===== config.mk =====
export PLATFORM = sky130hd
export DESIGN_NAME = mul_unit_seq
export DESIGN_NICKNAME = d
export VERILOG_FILES = /design/src/rtl/mul_pkg.sv /design/src/rtl/mul_cond_neg.sv /design/src/rtl/mul_unit_seq.sv
export SDC_FILE = /design/constraint.sdc
export NUM_CORES = 1
export LEC_CHECK = 0
export BUFFER_PORTS_ARGS = -buffer_cell sky130_fd_sc_hd__buf_2
export CORE_MARGIN = 4
export CORE_UTILIZATION = 50
export DETAILED_ROUTE_END_ITERATION = 16
export PLACE_DENSITY = 0.7
export SLEW_MARGIN = 20
export SYNTH_ARGS = -nofsm -noshare
export SYNTH_HDL_FRONTEND = slang
export SYNTH_SLANG_ARGS = --single-unit

===== constraint.sdc =====
create_clock -name clk -period 5.2 [get_ports clk]
set_clock_uncertainty 0.1 [all_clocks]
set_input_delay 1.04 -clock clk [delete_from_list [all_inputs] [get_ports clk]]
set_output_delay 1.04 -clock clk [all_outputs]
set_load 0.01 [all_outputs]

===== src/rtl/mul_pkg.sv =====
// Shared definitions for the iterative shift-add multiplier: FSM encoding and default width.
package mul_pkg;

    localparam int unsigned MUL_WIDTH = 32;

    typedef enum logic [1:0] {
        MUL_IDLE = 2'd0,
        MUL_CALC = 2'd1,
        MUL_DONE = 2'd2
    } mul_state_e;

endpackage


===== src/rtl/mul_cond_neg.sv =====
// N-bit conditional two's-complement negate: y = neg ? -a : a.
module mul_cond_neg #(
    parameter int unsigned N = 32
) (
    input  logic [N-1:0] a_i,
    input  logic         neg_i,
    output logic [N-1:0] y_o
);

    always_comb begin
        y_o = neg_i ? (~a_i + {{(N-1){1'b0}}, 1'b1}) : a_i;
    end

endmodule


===== src/rtl/mul_unit_seq.sv =====
// Radix-2 shift-add multiplier for MUL/UMULL/SMULL: WIDTH CALC cycles, one DONE cycle.
// Signed long multiplies run on magnitudes; the sign is reapplied to the final product.
module mul_unit_seq
    import mul_pkg::*;
#(
    parameter int unsigned WIDTH = MUL_WIDTH
) (
    input  logic             clk,
    input  logic             reset,
    input  logic             start,
    input  logic [WIDTH-1:0] SrcA,
    input  logic [WIDTH-1:0] SrcB,
    input  logic             IsLongMul,
    input  logic             IsSigned,
    output logic             busy,
    output logic             done,
    output logic [WIDTH-1:0] ResultLo,
    output logic [WIDTH-1:0] ResultHi,
    output logic [1:0]       MulFlags
);

    localparam int unsigned   CW   = $clog2(WIDTH);
    localparam logic [CW-1:0] LAST = CW'(WIDTH - 1);

    mul_state_e state_q, state_d;

    logic [WIDTH-1:0] mcand_q, mplier_q, acc_hi_q;
    logic [CW-1:0]    count_q;
    logic             neg_q, long_q;
    logic [WIDTH-1:0] res_lo_q, res_hi_q;
    logic [1:0]       flags_q;

    logic             op_signed;
    logic [WIDTH-1:0] abs_a, abs_b;
    logic [WIDTH-1:0] addend;
    logic [WIDTH:0]   sum;
    logic [WIDTH-1:0] acc_hi_n, mplier_n;
    logic [2*WIDTH-1:0] prod_raw, prod;
    logic [WIDTH-1:0] prod_hi;
    logic             flag_n, flag_z;

    assign op_signed = IsLongMul & IsSigned;

    mul_cond_neg #(.N(WIDTH)) u_abs_a (
        .a_i   (SrcA),
        .neg_i (op_signed & SrcA[WIDTH-1]),
        .y_o   (abs_a)
    );

    mul_cond_neg #(.N(WIDTH)) u_abs_b (
        .a_i   (SrcB),
        .neg_i (op_signed & SrcB[WIDTH-1]),
        .y_o   (abs_b)
    );

    // One shift-add step; on the last CALC cycle this is already the full product.
    always_comb begin
        addend   = mplier_q[0] ? mcand_q : '0;
        sum      = {1'b0, acc_hi_q} + {1'b0, addend};
        acc_hi_n = sum[WIDTH:1];
        mplier_n = {sum[0], mplier_q[WIDTH-1:1]};
        prod_raw = {acc_hi_n, mplier_n};
    end

    mul_cond_neg #(.N(2 * WIDTH)) u_neg_prod (
        .a_i   (prod_raw),
        .neg_i (neg_q),
        .y_o   (prod)
    );

    always_comb begin
        prod_hi = long_q ? prod[2*WIDTH-1:WIDTH] : '0;
        flag_n  = long_q ? prod[2*WIDTH-1] : prod[WIDTH-1];
        flag_z  = long_q ? (prod == '0) : (prod[WIDTH-1:0] == '0);
    end

    always_ff @(posedge clk) begin
        if (reset) begin
            state_q <= MUL_IDLE;
        end else begin
            state_q <= state_d;
        end
    end

    always_comb begin
        state_d = state_q;
        unique case (state_q)
            MUL_IDLE: if (start) state_d = MUL_CALC;
            MUL_CALC: if (count_q == LAST) state_d = MUL_DONE;
            MUL_DONE: state_d = MUL_IDLE;
            default:  state_d = MUL_IDLE;
        endcase
    end

    always_ff @(posedge clk) begin
        if (reset) begin
            mcand_q  <= '0;
            mplier_q <= '0;
            acc_hi_q <= '0;
            count_q  <= '0;
            neg_q    <= 1'b0;
            long_q   <= 1'b0;
            res_lo_q <= '0;
            res_hi_q <= '0;
            flags_q  <= '0;
        end else begin
            unique case (state_q)
                MUL_IDLE: begin
                    if (start) begin
                        mcand_q  <= abs_a;
                        mplier_q <= abs_b;
                        neg_q    <= op_signed & (SrcA[WIDTH-1] ^ SrcB[WIDTH-1]);
                        long_q   <= IsLongMul;
                        acc_hi_q <= '0;
                        count_q  <= '0;
                    end
                end
                MUL_CALC: begin
                    acc_hi_q <= acc_hi_n;
                    mplier_q <= mplier_n;
                    count_q  <= count_q + CW'(1);
                    if (count_q == LAST) begin
                        res_lo_q <= prod[WIDTH-1:0];
                        res_hi_q <= prod_hi;
                        flags_q  <= {flag_n, flag_z};
                    end
                end
                default: ;
            endcase
        end
    end

    assign busy     = (state_q != MUL_IDLE);
    assign done     = (state_q == MUL_DONE);
    assign ResultLo = res_lo_q;
    assign ResultHi = res_hi_q;
    assign MulFlags = flags_q;

endmodule


# Word level (Yosys, flattened, before mapping)
# Index checks and enable logic that the tools add are counted.
[classes]
muxes = 16
bitwise = 8
n_reduce_logical = 9
add_sub_neg = 5
n_eq_ne = 5
[op_table]
columns = ["op", "n"]
rows = [
  ["two-way mux 32 bit", 6],
  ["case mux 32 bit (2 select lines)", 2],
  ["adder 32 x 1 -> 32 bit (second input constant)", 2],
  ["adder 64 x 1 -> 64 bit (second input constant)", 1],
  ["logical NOT 64 bit", 1],
  ["two-way mux 64 bit", 1],
  ["inverter 32 bit", 2],
  ["inverter 64 bit", 1],
  ["adder 32 x 32 -> 33 bit", 1],
  ["logical NOT 32 bit", 1],
  ["case mux 5 bit (2 select lines)", 1],
  ["AND reduction 2 bit", 4],
  ["adder 5 x 1 -> 5 bit (second input constant)", 1],
  ["equality test 5 bit (second input constant)", 1],
  ["two-way mux 5 bit", 1],
  ["AND 1 bit", 4],
  ["two-way mux 2 bit", 2],
  ["!= test 2 bit (second input constant)", 2],
  ["case mux 2 bit (2 select lines)", 1],
  ["nonzero test 2 bit", 2],
  ["equality test 2 x 1 -> 1 bit (second input constant)", 1],
  ["equality test 2 bit (second input constant)", 1],
  ["logical NOT 2 bit", 1],
  ["two-way mux 1 bit", 2],
  ["XOR 1 bit", 1],
]
[word_totals]
inputBits = 69
output_inout_bits = 68
wordCells = 53
reg_bits = 171

# Longest topological paths before layout
# Gate-level depths: netlist (run 1).
[depth]
word_depth = 7
mapped_depth = 17

# By module
# From an unflattened synthesis (run 1), not the netlist that was laid out.
[hier_totals]
hier_cells = 1468
area_unflattened_um2 = 11543.6
[by_module_without_submodules]
columns = ["mod", "area_per_inst_um2", "n_inst", "cells_each"]
rows = [
  ["mul_unit_seq", 8340.5, 1, 1064],
  ["mul_cond_neg at u_neg_prod", 1649.1, 1, 206],
  ["mul_cond_neg at u_abs_a ...", 777.0, 2, 99],
]

# Worst setup path after synthesis (run 1)
# No wires, ideal clock.
[synth_timing]
path_kind = "reg2reg"
start = "reg mplier_q[0]"
end = "reg flags_q[0], in the netlist MulFlags[0]"
path_stages_with_launch = 18
period_less_slack_ps = 4773
t_required_ps = 5016
slack_ps = 427
t_arrival_ps = 4589
setup_ps = 84
n_path_buf = 2
cell_sequence = "dfxtp_1 > clkbuf_1 > and2_1 > ha_1 > fa_1 > a211o_1 > a21o_1 > a311o_1 > xor2_1 > nor3_1 > nand4b_1 > or4_1 > buf_2 > or4_1 > a211o_1 > a211oi_2 > nand4_1 > o31ai_2"
[synth_via]
elab_chain_cells = 7
word_cells_on_any_way = 8
cone_classes = "add/sub: 2; mux: 3; bitwise: 1; reduce/logical: 2"
[synth_lines]
columns = ["item", "line_no", "rtl"]
rows = [
  ["start: declaration", "mul_unit_seq.sv:27", "logic [WIDTH-1:0] mcand_q, mplier_q, acc_hi_q;"],
  ["start signal: assignment", "mul_unit_seq.sv:111", "mplier_q <= abs_b;"],
  ["start signal: assignment", "mul_unit_seq.sv:120", "mplier_q <= mplier_n;"],
  ["two-way mux 32 bit *", "mul_unit_seq.sv:58", "addend = mplier_q[0] ? mcand_q : '0;"],
  ["adder 32 x 32 -> 33 bit *", "mul_unit_seq.sv:59", "sum = {1'b0, acc_hi_q} + {1'b0, addend};"],
  ["inverter 64 bit", "mul_cond_neg.sv:11", "y_o = neg_i ? (~a_i + {{(N-1){1'b0}}, 1'b1}) : a_i;"],
  ["adder 64 x 1 -> 64 bit", "mul_cond_neg.sv:11", ""],
  ["two-way mux 64 bit *", "mul_cond_neg.sv:11", ""],
  ["logical NOT 64 bit or logical NOT 32 bit (tied branches)", "mul_unit_seq.sv:74", "flag_z = long_q ? (prod == '0) : (prod[WIDTH-1:0] == '0);"],
  ["two-way mux 1 bit *", "mul_unit_seq.sv:74", ""],
  ["end signal: assignment", "mul_unit_seq.sv:125", "flags_q <= {flag_n, flag_z};"],
  ["end: declaration", "mul_unit_seq.sv:31", "logic [1:0] flags_q;"],
]
# Mark *: on every way between the ends. The rest lies on a longest branch, timed or not.
# A chain may end at the register's enable or synchronous reset.

# Worst setup path after layout (run 1)
# Ends and elaborated chain as after synthesis.

==> results of run 1 <==
## worst max-delay path: stages (launching register included)
cell      delay [ns]
dfxtp_2         0.39
and2_1          0.16
ha_1            0.21
fa_1            0.44
a211o_1         0.32
a21o_1          0.18
a311o_1         0.42
xor2_1          0.24
nor3_2          0.18
nand4b_1        0.15
or4_1           0.58
nor3b_1         0.17
or3b_2          0.46
nor4_1          0.35
buf_4           0.17
nand4_1         0.12
o31ai_2         0.18
## Yosys cell counts (9+ instances only)
cell type and number:
nor2_1 183, dfxtp_1 171, nand2_1 143, a21oi_1 119, clkbuf_1 96, xnor2_1 86
a211oi_1 63, o21ai_0 62, a22oi_1 59, xor2_1 58, nand3_1 47, ha_1 37
and2_1 36, o31ai_1 30, nor3_1 25, or3_1 25, nand4_1 22, inv_1 19
nor4_1 16, o41ai_1 14, a31oi_1 13, nand2b_1 13, buf_1 12, a311oi_1 10
o21ai_1 10, a21o_1 9
## state kept, by name, indices dropped and copies added (netlist names)
| signal | count |
|---|---|
| long_q | 1 |
| neg_q | 1 |
| ResultHi | 32 |
| MulFlags | 2 |
| mcand_q | 32 |
| acc_hi_q | 32 |
| state_q | 2 |
| mplier_q | 32 |
| count_q | 5 |
| ResultLo | 32 |
## metal layers
| layer | part of all wire (%) | wire length (um) |
|---|---|---|
| met1 | 52 | 17100 |
| met2 | 39 | 12900 |
| met3 | 7.5 | 2480 |
| met4 | 1.4 | 467 |
| met5 | 0 | 0 |
## power by group
group / total [W] / switching [W] / internal, W
sequential: 0.00142 / 0.0000600 / 0.00136
clock: 0.00127 / 0.000569 / 0.000700
combinational: 0.000573 / 0.000358 / 0.000215
total: 0.00326 / 0.000987 / 0.00227
## area by class of cell
| class | instances | area, sq um |
|---|---|---|
| Timing Repair Buffer | 181 | 1020 |
| Clock inverter | 13 | 131 |
| Fill cell | 2161 | 9600 |
| Tap cell | 285 | 357 |
| Clock buffer | 19 | 453 |
| Multi-Input combinational cell | 1203 | 7580 |
| Antenna cell | 1 | 2.50 |
| Inverter | 19 | 71.3 |
| Sequential cell | 171 | 3430 |
## cells by family after synthesis
kind of cell               share of synthesized area [%]
and+or+nand+nor                                     24.3
muxes                                              0.533
DFF                                                 29.7
xor gates and xnor gates                            11.0
adders and majority gates                           4.20
buffers and inverters                               4.62
AOI/OAI and AO/OA                                   25.6
## timing repair
item | CTS | global route
buffers inserted | 0 | 0
gates resized for setup | 0 | 2
endpoints found under the setup margin | 0 | 2
## stage by stage
stage / area [sq um] / util, %
floorplan: 11500 / -
global placement: 12400 / 54.9
detailed placement: 12400 / 55.0
CTS: 13000 / 57.6
global route: 13000 / 57.6
finish: 13000 / 57.6
## final timing paths
kind                            cells after the start   startpoint          end  slack, ns
worst max-delay path                               16  mplier_q[0]  MulFlags[0]       0.30
worst min-delay path                                2   mcand_q[0]   mcand_q[0]       0.36
worst max register to register                     16  mplier_q[0]  MulFlags[0]       0.30
worst min register to register                      2   mcand_q[0]   mcand_q[0]       0.36
==> summary.txt, run 1 <==
Synth
  • Post-synth cell types: 75
  • Syn Inst Count: 1507
  • Async S/R FF share, synth: 0%
  • #FFs+latches synth: approximately 170
  • Main area contributors after synthesis: dfxtp_1 30%, xnor2_1 6.5%, nor2_1 6.0%
  • Net count after synthesis: roughly 1600
  • EDFF count, synth: 0
  • Synthesized area: approximately 12000 sq um
  • Area leader, netlist: dfxtp_1
  • Average size of a mapped cell: ~7.6 sq um
  • Post-synth top area share: 29.7%
  • Yosys warnings: 0
  • Register area share after synthesis: 29.7%
  • Synth Flop Type: dfxtp_1

Pwr
  • Total leakage power: 5.07 nW
  • Overall power: 0.00326 W
  • PwrDens: 250 nW/um^2
  • Max IR drop VDD: 0.191 mV

Routing
  • Post-detailed-route count of antenna-violating nets: 0
  • Total iterations of the first detailed-routing run: 5
  • Final WL: between 30000 and 40000 um
  • Average wire per standard cell: 17.4 um
  • DRC: 0
  • Vias per cell: 5.93
  • DR vias: 11211
  • Initial drt markers: 1045

Finish
  • Layout cell share with drive strength beyond 1: between 10% and 20%
  • Fin cells: 1892
  • Commonest non-fill, non-tap cell in the layout: nor2_1
  • Nets: 1700
  • Commonest cells after routing, fill and taps aside: 182 x nor2_1, 169 x dfxtp_1, 141 x nand2_1, 135 x buf_2, 119 x a21oi_1
  • Area grow syn2layout: 13.3%

GRT
  • Busiest grt layer: met1
  • First-pass GRT wire length: 53200 um
  • Grt total ovfl: 0
  • GR Util met3: 3.25%
  • Largest net degree at the start of global routing: 96
  • Vias in the first global route: 10012
  • Antenna violations before repair: 0
  • GR Util met2: 33.6%
  • Tot GR Track Use: 24.9%
  • Met1 global-route usage: 40.9%

Clocking
  • Clock tree buffer depth: 2
  • CTS tree: built
  • Root Buffer: clkbuf_16
  • Clock slew seen by the registers of the worst setup and hold paths: roughly 0.070 ns
  • CTS Hold Bufs: 0
  • Clock latency on the worst-skew pair: 0.43 ns
  • H-tree levels: 4
  • CTS Buf Count: 17
  • Clock sinks: 171

Die
  • FP Rows: 55
  • Floorplan core area: 22600 sq um
  • Io pins: 137
  • Initial Utilization: 50.8%
  • Full die area: 25500 sq um
  • DIE HEIGHT: approximately 160 um
  • Chip Width: about 160 um

Critical path
  • CP required: around 5.5 ns
  • CP max FO: 16
  • CP Class: flip-flop to flip-flop
  • CP Launch Type: flip-flop
  • Setup crit end kind: flip-flop
  • Worst EP arrival: 5.15 ns

Placement
  • GP Congestion: 0.945
  • Dpl ws: 0.153 ns
  • # placed instances: 1859
  • Hpwl dp: 24800 um
  • Port bufs: 136

Flow run
  • Max cap viols: 0

Timing
  • Final WS setup: 0.299 ns
  • Setup violations, final: 0
  • Post-route clock period utilization: 94.2%
  • Setup TNS: 0 ns
  • Post-route minimum period: between 4 and 5 ns
  • Maximum achievable frequency: 204 MHz
  • Hold WS: 0.356 ns
  • RSZ-0062 raised after global routing: no
  • Final Hold Viols: 0
  • Actual slew at the worst max-slew pin: 1.04 ns
  • Rel. slew slack: 30.4%
  • Max-slew violations: 0

Outcome
  • Status: complete, no violations

Hold path
  • Type of the most critical hold path: flip-flop to flip-flop
(Power assumes the default switching activity.)
==> run 2: changes to the inputs <==
Settings changed: CORE_ASPECT_RATIO set to 1.75.
==> run 2 against run 1 <==
  * Global-route usage grew 5.1 points
  * Worst hold slack lost 0.0028 ns
  * Total power grew 1.4%
  * Routed wire length grew 16%
  * Largest power group unchanged
==> summary.txt, run 2 (synthesis gave the netlist of run 1 again) <==
Routing
  • Average wire per standard cell: 20.0 um (+15%)
  • Vias per cell: 6.13 (+3.4%)
  • Post-detailed-route count of antenna-violating nets: 0 (unchanged)
  • Total iterations of the first detailed-routing run: 5 (unchanged)
  • Final WL: 38100 um (+16%)
  • DRC: 0 (unchanged)
  • Initial drt markers: 828 (-21%)
  • DR vias: 11702 (+4.4%)

Finish
  • Layout cell share with drive strength beyond 1: 15.4% (+0.11 points)
  • Commonest cells after routing, fill and taps aside: 182 x nor2_1, 169 x dfxtp_1, 142 x nand2_1, 135 x buf_2, 119 x a21oi_1
  • Area of the multi-input gates: 7580 sq um (unchanged)
  • Area grow syn2layout: 13.7%
  • Commonest non-fill, non-tap cell in the layout: nor2_1
  • Fill cells: 2182 (+0.97%)
  • Design area: 13100 sq um (+0.32%)
  • Fin cells: 1910 (+0.95%)
  • Register area: 3430 sq um (unchanged)
  • Nets: 1703 (+0.18%)

GRT
  • First-pass GRT wire length: 59900 um (+13%)
  • Grt total ovfl: 0 (unchanged)
  • Antenna violations before repair: 4 (+4)
  • Tot GR Track Use: 30.0% (+5.1 points)
  • Vias in the first global route: 11469 (+15%)
  • Largest net degree at the start of global routing: 92 (-4.2%)

Pwr
  • Max IR drop VDD: 0.256 mV (+34%)
  • PwrDens: 252 nW/um^2 (+1.1%)
  • Total leakage power: 5.07 nW (about the same)

Timing
  • Post-route clock period utilization: 94.5% (+0.30 points)
  • Max-slew violations: 0 (unchanged)
  • Hold WS: 0.354 ns (-0.00276 ns)
  • Final Hold Viols: 0 (unchanged)
  • Setup TNS: 0 ns (unchanged)
  • Actual slew at the worst max-slew pin: 1.03 ns (-0.0111 ns)
  • Setup violations, final: 0 (unchanged)
  • Post-route minimum period: 4.92 ns (+0.0154 ns)
  • RSZ-0062 raised after global routing: no
  • Maximum achievable frequency: 203 MHz (-0.31%)
  • Rel. slew slack: 31.2% (+0.74 points)
  • Final WS setup: 0.284 ns (-0.0154 ns)

Placement
  • Port bufs: 136 (unchanged)
  • # placed instances: 1877 (+0.97%)
  • Placed cell area: 12500 sq um (+0.27%)
  • Dpl ws: 0.000591 ns (-0.152 ns)
  • GP Congestion: 0.971 (+2.7%)
  • Hpwl dp: 28900 um (+17%)

Clocking
  • Clock sinks: 171 (unchanged)
  • H-tree levels: 4 (unchanged)
  • CTS Buf Count: 17 (unchanged)
  • CTS tree: built
  • Clock latency on the worst-skew pair: 0.45 ns (+0.02 ns)
  • Clock tree buffer depth: 2 (unchanged)
  • Root Buffer: clkbuf_16
  • Clock slew seen by the registers of the worst setup and hold paths: 0.07 ns (about the same)

Critical path
  • CP Class: flip-flop to flip-flop
  • Worst EP arrival: 5.18 ns (+0.03 ns)
  • CP max FO: 17 (+1)
  • Setup crit end kind: flip-flop
  • CP Launch Type: flip-flop
  • CP required: 5.47 ns (+0.02 ns)

Die
  • Chip Width: 123 um (-23%)
  • Full die area: 25600 sq um (+0.38%)
  • Initial Utilization: 50.6% (-0.23 points)
  • DIE HEIGHT: 209 um (+31%)
  • Floorplan core area: 22700 sq um (+0.45%)
  • FP Rows: 73 (+33%)
  • Io pins: 137 (unchanged)

Flow run
  • Max cap viols: 0 (unchanged)

Outcome
  • Status: complete, no violations

Hold path
  • Type of the most critical hold path: flip-flop to flip-flop
[run 2: area by class of cell]
| type | instances | share of cell area, % |
|---|---|---|
| diodes | 2 | 0.0383 |
| clock buffers | 18 | 3.36 |
| clock inverters | 13 | 1.09 |
| inverters | 19 | 0.545 |
| multi-input cells | 1203 | 57.9 |
| flip-flops and latches | 171 | 26.2 |
| well taps | 300 | 2.87 |
| repair buffers | 184 | 7.98 |
[run 2: final timing paths]
path	cells after the start	slack, ns	from	to
max reg2reg	15	0.28	mplier_q[0]	MulFlags[0]
max	15	0.28	mplier_q[0]	MulFlags[0]
min reg2reg	2	0.35	ResultLo[0]	ResultLo[0]
min	2	0.35	ResultLo[0]	ResultLo[0]
[run 2: worst max-delay path, cell delays in order (launching register included)]
cell	delay [ns]
dfxtp_2	0.39
and2_1	0.16
ha_1	0.22
fa_1	0.43
a211o_1	0.32
a21o_1	0.18
a311o_1	0.43
xor2_1	0.25
nor3_2	0.24
nand4b_1	0.19
or4_1	0.62
or4_1	0.50
a211o_1	0.32
a211oi_2	0.17
nand4_1	0.12
o31ai_2	0.20
[run 2: through the flow]
| step | total power, W | utilization, % |
|---|---|---|
| 6_report | 0.00330 | 57.5 |
| 5_1_grt | 0.00343 | 57.5 |
| 4_1_cts | 0.00332 | 57.4 |
| 3_5_place_dp | 0.00203 | 54.9 |
| 3_3_place_gp | 0.00203 | 54.9 |
| 2_1_floorplan | 0.00182 | - |
[run 2: timing repair]
| action | CTS | global route |
|---|---|---|
| endpoints found under the setup margin | 1 | 5 |
| pin swaps | 0 | 0 |
| buffers inserted | 0 | 0 |
| resized for setup | 1 | 3 |
| hold buffers | 0 | 0 |
[run 2: routing by layer]
metal / vias up / routed length, um / GRT usage (%) / part of all wire [%]
li1: 5652 / - / - / -
met1: 5525 / 12800 / 27.9 / 34
met2: 370 / 20400 / 55.8 / 54
met3: 153 / 1530 / 4.79 / 4.0
met4: 2 / 3400 / 23.5 / 8.9
met5: - / 13 / 0 / 0.034
[run 2: where the power goes]
| group | switching, W | total [W] | internal, W |
|---|---|---|---|
| Combinational | 0.000380 | 0.000598 | 0.000218 |
| Sequential | 0.0000628 | 0.00142 | 0.00136 |
| Clock | 0.000566 | 0.00129 | 0.000720 |
